--- src/rtl/ram_bist_ctrl.sv ---
// ram_bist_ctrl
// -----------------------------------------------------------------------------
// Built-in self-test sequencer for a single-port block RAM with a registered
// read port. On an accepted `start` it writes expected(a) = seed ^ a to every
// location, reads every location back, and compares each returned word. At the
// end it reports pass/fail, the mismatch count and the first failing address
// and data.
//
// Ports:
//   clk            in   rising-edge clock
//   rst            in   synchronous, active-high reset
//   start          in   one-cycle run request, ignored while busy
//   seed           in   [DATA_W]  pattern seed, latched when start is accepted
//   ram_wr_en      out  RAM write enable
//   ram_rd_en      out  RAM read enable
//   ram_addr       out  [ADDR_W] RAM address
//   ram_wdata      out  [DATA_W] RAM write data
//   ram_rdata      in   [DATA_W] RAM read data, valid the cycle after ram_rd_en
//   busy           out  test in progress
//   done           out  test complete, held until next accepted start or rst
//   pass           out  zero mismatches, qualified by done
//   err_count      out  [ADDR_W+1] number of mismatching words
//   first_err_addr out  [ADDR_W] address of the first mismatch
//   first_err_data out  [DATA_W] data read at the first mismatch
// -----------------------------------------------------------------------------
module ram_bist_ctrl #(
    parameter int ADDR_W = 10,
    parameter int DATA_W = 32
) (
    input  logic              clk,
    input  logic              rst,
    input  logic              start,
    input  logic [DATA_W-1:0] seed,
    output logic              ram_wr_en,
    output logic              ram_rd_en,
    output logic [ADDR_W-1:0] ram_addr,
    output logic [DATA_W-1:0] ram_wdata,
    input  logic [DATA_W-1:0] ram_rdata,
    output logic              busy,
    output logic              done,
    output logic              pass,
    output logic [ADDR_W:0]   err_count,
    output logic [ADDR_W-1:0] first_err_addr,
    output logic [DATA_W-1:0] first_err_data
);

    // Phase end is detected at the last address, never at counter rollover.
    localparam logic [ADDR_W-1:0] ADDR_LAST = '1;

    typedef enum logic [2:0] {
        S_IDLE,
        S_WRITE,
        S_READ,
        S_DRAIN,
        S_DONE
    } state_t;

    state_t state, state_n;

    logic [DATA_W-1:0] seed_q, seed_n;

    // One-stage delay line that travels with each read so the compare lines up
    // with the RAM's registered read data.
    logic              rd_valid_q;
    logic [ADDR_W-1:0] rd_addr_q;

    logic              wr_en_n, rd_en_n, busy_n, done_n, pass_n;
    logic [ADDR_W-1:0] addr_n, first_err_addr_n;
    logic [DATA_W-1:0] wdata_n, first_err_data_n;
    logic [ADDR_W:0]   err_count_n;
    logic              mismatch;

    // NOTE: every signal written here gets a default first, so no path through
    // the case leaves a value unassigned and no latch is inferred.
    always_comb begin
        state_n          = state;
        seed_n           = seed_q;
        addr_n           = ram_addr;
        wr_en_n          = 1'b0;
        rd_en_n          = 1'b0;
        wdata_n          = '0;
        busy_n           = busy;
        done_n           = done;
        pass_n           = pass;
        err_count_n      = err_count;
        first_err_addr_n = first_err_addr;
        first_err_data_n = first_err_data;

        // Compare the word returning this cycle against the pattern for the
        // address that was read one cycle earlier.
        mismatch = rd_valid_q && (ram_rdata != (seed_q ^ DATA_W'(rd_addr_q)));
        if (mismatch) begin
            err_count_n = err_count + 1'b1;
            if (err_count == '0) begin
                first_err_addr_n = rd_addr_q;
                first_err_data_n = ram_rdata;
            end
        end

        case (state)
            S_IDLE, S_DONE: begin
                if (start) begin
                    state_n          = S_WRITE;
                    seed_n           = seed;
                    addr_n           = '0;
                    wr_en_n          = 1'b1;
                    wdata_n          = seed;  // expected(0) = seed
                    busy_n           = 1'b1;
                    done_n           = 1'b0;
                    pass_n           = 1'b0;
                    err_count_n      = '0;
                    first_err_addr_n = '0;
                    first_err_data_n = '0;
                end
            end
            S_WRITE: begin
                if (ram_addr == ADDR_LAST) begin
                    state_n = S_READ;
                    addr_n  = '0;
                    rd_en_n = 1'b1;
                end else begin
                    addr_n  = ram_addr + 1'b1;
                    wr_en_n = 1'b1;
                    wdata_n = seed_q ^ DATA_W'(addr_n);
                end
            end
            S_READ: begin
                if (ram_addr == ADDR_LAST) begin
                    state_n = S_DRAIN;
                    addr_n  = '0;
                end else begin
                    addr_n  = ram_addr + 1'b1;
                    rd_en_n = 1'b1;
                end
            end
            S_DRAIN: begin
                // The final word is compared this cycle, so the verdict uses
                // the updated count.
                state_n = S_DONE;
                busy_n  = 1'b0;
                done_n  = 1'b1;
                pass_n  = (err_count_n == '0);
            end
            default: state_n = S_IDLE;
        endcase
    end

    // NOTE: sequential state uses non-blocking assignments so every register
    // samples the pre-edge values, independent of statement order.
    always_ff @(posedge clk) begin
        if (rst) begin
            // NOTE: the delay line is reset along with the controller so no
            // stale read is compared after reset; the RAM itself is left alone.
            state          <= S_IDLE;
            seed_q         <= '0;
            rd_valid_q     <= 1'b0;
            rd_addr_q      <= '0;
            ram_wr_en      <= 1'b0;
            ram_rd_en      <= 1'b0;
            ram_addr       <= '0;
            ram_wdata      <= '0;
            busy           <= 1'b0;
            done           <= 1'b0;
            pass           <= 1'b0;
            err_count      <= '0;
            first_err_addr <= '0;
            first_err_data <= '0;
        end else begin
            state          <= state_n;
            seed_q         <= seed_n;
            rd_valid_q     <= ram_rd_en;
            rd_addr_q      <= ram_addr;
            ram_wr_en      <= wr_en_n;
            ram_rd_en      <= rd_en_n;
            ram_addr       <= addr_n;
            ram_wdata      <= wdata_n;
            busy           <= busy_n;
            done           <= done_n;
            pass           <= pass_n;
            err_count      <= err_count_n;
            first_err_addr <= first_err_addr_n;
            first_err_data <= first_err_data_n;
        end
    end

endmodule
--- config.mk ---
export PLATFORM = sky130hd
export DESIGN_NAME = ram_bist_ctrl
export DESIGN_NICKNAME = d
export VERILOG_FILES = /design/src/rtl/ram_bist_ctrl.sv
export SDC_FILE = /design/constraint.sdc
export NUM_CORES = 1
export LEC_CHECK = 0
export ABC_AREA = 0
export CAP_MARGIN = 25
export CORE_UTILIZATION = 35
export CTS_CLUSTER_DIAMETER = 30
export DETAILED_ROUTE_END_ITERATION = 16
export PLACE_DENSITY = 0.66
export SETUP_SLACK_MARGIN = 0.1
export SLEW_MARGIN = 5
export SYNTH_ARGS = -nofsm -noshare
export SYNTH_HDL_FRONTEND = slang
export SYNTH_SLANG_ARGS = --single-unit
--- constraint.sdc ---
create_clock -name clk -period 2.55 [get_ports clk]
set_input_delay 0.255 -clock clk [delete_from_list [all_inputs] [get_ports clk]]
set_output_delay 0.255 -clock clk [all_outputs]
set_load 0.02 [all_outputs]
After elaboration in Yosys (flattened, before gate mapping) --
Index checks and enable logic that the tools add are counted.
Storage, ports and cells: output and inout port bits 100, register bits 146
Cells by class: eq/ne operators 9, reductions and logical operators 12, bitwise operators 2, multiplexer cells 31, add/subtract/negate cells 2
Operators with widths (count):
- 2-to-1 mux 32 bit | 6
- one-hot mux 32 bit (2 select lines) | 1
- XOR 32 x 10 -> 32 bit | 2
- 2-to-1 mux 10 bit | 6
- 2-to-1 mux 11 bit | 3
- != test 32 bit | 1
- logical NOT 11 bit | 2
- one-hot mux 10 bit (2 select lines) | 1
- one-hot mux 3 bit (4 select lines) | 1
- adder 11 x 1 -> 11 bit (second input constant) | 1
- adder 10 x 1 -> 10 bit (second input constant) | 1
- equality test 10 bit (second input constant) | 1
- one-hot mux 1 bit (2 select lines) | 5
- 2-to-1 mux 3 bit | 3
- equality test 3 x 2 -> 1 bit (second input constant) | 2
- != test 2 bit (second input constant) | 3
- AND reduction 2 bit | 3
- 2-to-1 mux 1 bit | 5
- nonzero test 2 bit | 2
- OR reduction 2 bit | 2
- equality test 3 x 1 -> 1 bit (second input constant) | 1
- equality test 3 bit (second input constant) | 1
- logical NOT 3 bit | 1
- AND reduction 3 bit | 1
- logical AND 1 bit | 1

Longest topological paths before layout --
word-level depth 6, gate-level depth with buffers 10, mapped depth without buffers 8

Least setup slack after synthesis --
Ideal clock, no wire load.
path type flip-flop to flip-flop, from reg ram_addr[0], to reg ram_addr[7], cell stages (with the launch flop) 11, setup slack 0.220 ns, data arrival time 2.260 ns, cell sequence dfxtp_1 ha_1 and3_4 and4_4 and3_1 buf_2 or4_4 buf_2 nor2_1 o21ai_1 o21ai_1
Between the ends: cells in the longest elaborated chain, start to end 3, elaborated cells on any way between the ends 4, those cells by class add/sub: 1; eq/ne: 1; mux: 2
RTL lines:
- start, declared | line 36 | output logic [ADDR_W-1:0] ram_addr,
- start signal, assigned | line 175 | ram_addr <= addr_n;
- adder 10 x 1 -> 10 bit or equality test 10 bit (tied branches)
- 2-to-1 mux 10 bit * | line 117, 128
- one-hot mux 10 bit (2 select lines) * | line 100 | case (state)
Mark *: on every way between the ends. The rest lies on a longest branch, timed or not. A chain may end at the register's enable or synchronous reset.

Worst setup path in the final report --
from reg ram_addr[0], to reg ram_addr[6]
The elaborated chain is that of the path after synthesis.

==> results.txt <==
reg2reg start: ram_addr[0]
sw frac: 23.36%
fin crit share: 89.09%
Clock power frac: 45.9%
IO Pins: 167
status: finished, final reports clean
Worst Path Arrival: 2600 ps
maxcap violations: 0
Worst Hold End: busy
Mapped Nets: 734
CP Depth: 8
most frequent cells in the layout: 165 x clkdlybuf4s50_1, 146 x dfxtp_1, 117 x nand2_1, 73 x a21oi_1, 69 x nor2_1
cts hold-fix bufs: 0
Avg WL per Cell: 15.98 µm
worst min path class: in2reg
die extent in x: 134.0 µm
Yosys warnings: 0
DRT Wirelength: 16,880 µm
fill count: 1,556
Peak supply drop: 0.4871 mV
clk_skew: 11.55 ps
Initial Util: 36.28%
setup bufs post-CTS: 0
Clock Latency Late Sink: 420 ps
crit path launch type: flop
# diodes: 0
final slew viol count: 0
Area growth, synth to finish: 41.23%
worst reg2reg endpoint: ram_addr[6]
FF+latch count, synth: 146
Synth area leader: dfxtp_1
critical path's slowest cell: or4_4
pre-CTS WS: 18.90 ps
Root Driver: clkbuf_16
global-route usage over all layers: 19.11%
Slew headroom: 56.54%
Worst-path clk slew: 60 ps
register area share after synthesis: 47.90%
WP data required: 2880 ps
Die ar.: 0.01797 mm²
Top delay family on crit path: simple AND/OR/NAND/NOR gates
Synth area leaders: dfxtp_1 48%, xnor2_1 7.9%, mux2i_1 7.5%, nand2_1 7.2%, a21oi_1 6.0%
share of post-route cells with drive strength above 1: 8.732%
Core Area: 0.01682 mm²
Distinct cells, synth: 53
top cell type's share of synthesized area: 47.90%
FMAX: 0.4402 GHz
net switching power: 1.280 mW
r2r setup slk: 280 ps
Die Span Y: 134.0 µm
depth of the worst hold-timing path: 2
min cycle time layout: 2272 ps
actual slew at the worst max-slew pin: 649.6 ps
synthesized area per cell: 9.190 µm²
CTS Buf Count: 17
CP startpoint: ram_addr[0]
final hold viol count: 0
non-filler cells in the finished layout: 1,056
final net count: 896
P_leak: 2.975 nW
CP Buf/Inv Count: 0
Gate power share: 10.3%
post-route ant nets: 0
CP cell instances: ha_1 > and3_4 > and4_4 > and3_1 > or4_4 > nor2b_1 > o21ai_0 > o31ai_1
pin count of the biggest net entering global routing: 55
total number of vias: 5,052
hold wc startpoint: rst
Synth Instances: 664
crit-path max FO: 12
Critical Path Max Stage Delay: 600 ps
starting DRC count in detailed routing: 234
GR Overflow Total: 0
GPL Wtd Cong: 0.8070
final core occ: 51.24%
most common cell after layout, fill and taps aside: clkdlybuf4s50_1
placed cells: 1,027
worst-case reg-to-reg path depth: 8
sequential share of power: 43.8%
Max clock buf depth: 2
RSZ-0062 raised after global routing: no
first-pass GRT wire length: 26,140 µm
Resized cells post-CTS: 0
DRT Pass-1 Iters: 4
# port buffers: 166
pwr dens: 635.7 mW/mm²
clock tree from TritonCTS: built
Setup Crit Path Kind: reg2reg
htree depth: 4
Final TNS setup: 0 ps
cell area after synthesis: 0.006102 mm²
HPWL after DPL: 12,000 µm
vias in the first global route: 4,764
CP Capture Type: flop
Internal Power: 4.199 mW
initial antenna violation count: 0
DRC violations left: 0
row count: 47
final setup vio count: 0
Clock Sinks: 146
worst setup margin: 278.3 ps
Vias/cell: 4.784
==> sequential cells by signal, summed over array words and instances, names as in the netlist <==
name and flops:
first_err_addr 10, state 3, pass 1, ram_addr 10, err_count 11, ram_rd_en 1
ram_wdata 32, seed_q 32, rd_valid_q 1, busy 1, first_err_data 32, rd_addr_q 10
done 1, ram_wr_en 1
==> power by group through the flow <==
stage / registers (mW) / clock network, mW / logic (mW)
after floorplan: 2.47 / 0 / 0.250
after detailed placement: 2.45 / 0 / 0.562
after global routing: 2.41 / 2.67 / 0.605
after CTS: 2.40 / 2.55 / 0.567
after global placement: 2.45 / 0 / 0.563
final: 2.40 / 2.51 / 0.563
==> cell usage after synthesis, drive strengths merged <==
cell type,n
mux2,1
nand4,8
nand2,118
nor4b,1
a21o,1
xor2,5
and2,2
buf,17
or4,1
a21oi,73
and4,1
a31oi,2
ha,3
or2,3
mux2i,46
nor2,70
a31o,2
xnor3,6
inv,6
o211ai,1
or3,2
nor4,7
o31ai,1
nor2b,14
xnor2,55
o21ai,15
a2111oi,1
nand2b,6
nand3,9
and3,4
a211o,1
dfxtp,146
nor3,8
clkbuf,25
or4b,1
nand3b,2
==> cell type report <==
cell class                 count  area (µm²)  area share, %
inverter                       6       22.52         0.2613
clock inverter                 9       133.9          1.553
tap                          220       275.3          3.194
clock buffer                  20       456.7          5.299
sequential                   146        2923          33.91
timing repair buffer         185        1862          21.60
multi-input combinational    470        2945          34.18
==> metal layers <==
metal	GRT usage, %	vias up	share of wire [%]	wire length, µm
met3	4.573	18	5.2	874
met1	25.63	2349	48	8052
met5	0	-	0	0
li1	-	2542	-	-
met2	30.22	143	46	7718
met4	6.117	0	1.4	230
==> how the worst max path moves through the flow <==
stage	endpoint	slack (ps)
after detailed placement	first_err_data[19]	20
after global routing	ram_addr[6]	160
after global placement	first_err_data[10]	20
after floorplan	ram_addr[7]	220
after CTS	ram_addr[6]	290
final	ram_addr[6]	280
==> logic make-up after synthesis <==
| family | synth area share [%] |
|---|---|
| simple gates | 19.93 |
| flops | 47.90 |
| compound gates | 8.981 |
| xor+xnor | 10.85 |
| buf+inv | 3.937 |
| mux | 7.792 |
| fa+ha+maj | 0.6152 |
==> per-stage QoR <==
stage / power (mW) / cell area (µm²) / hold WS (ps)
after floorplan: 2.725 / 6102 / 402.2
after global placement: 3.013 / 8028 / 463.0
after detailed placement: 3.011 / 8028 / 465.7
after CTS: 5.522 / 8618 / 230.8
after global routing: 5.682 / 8618 / 256.2
final: 5.478 / 8618 / 239.8
Power figures use the tool's default switching activity.
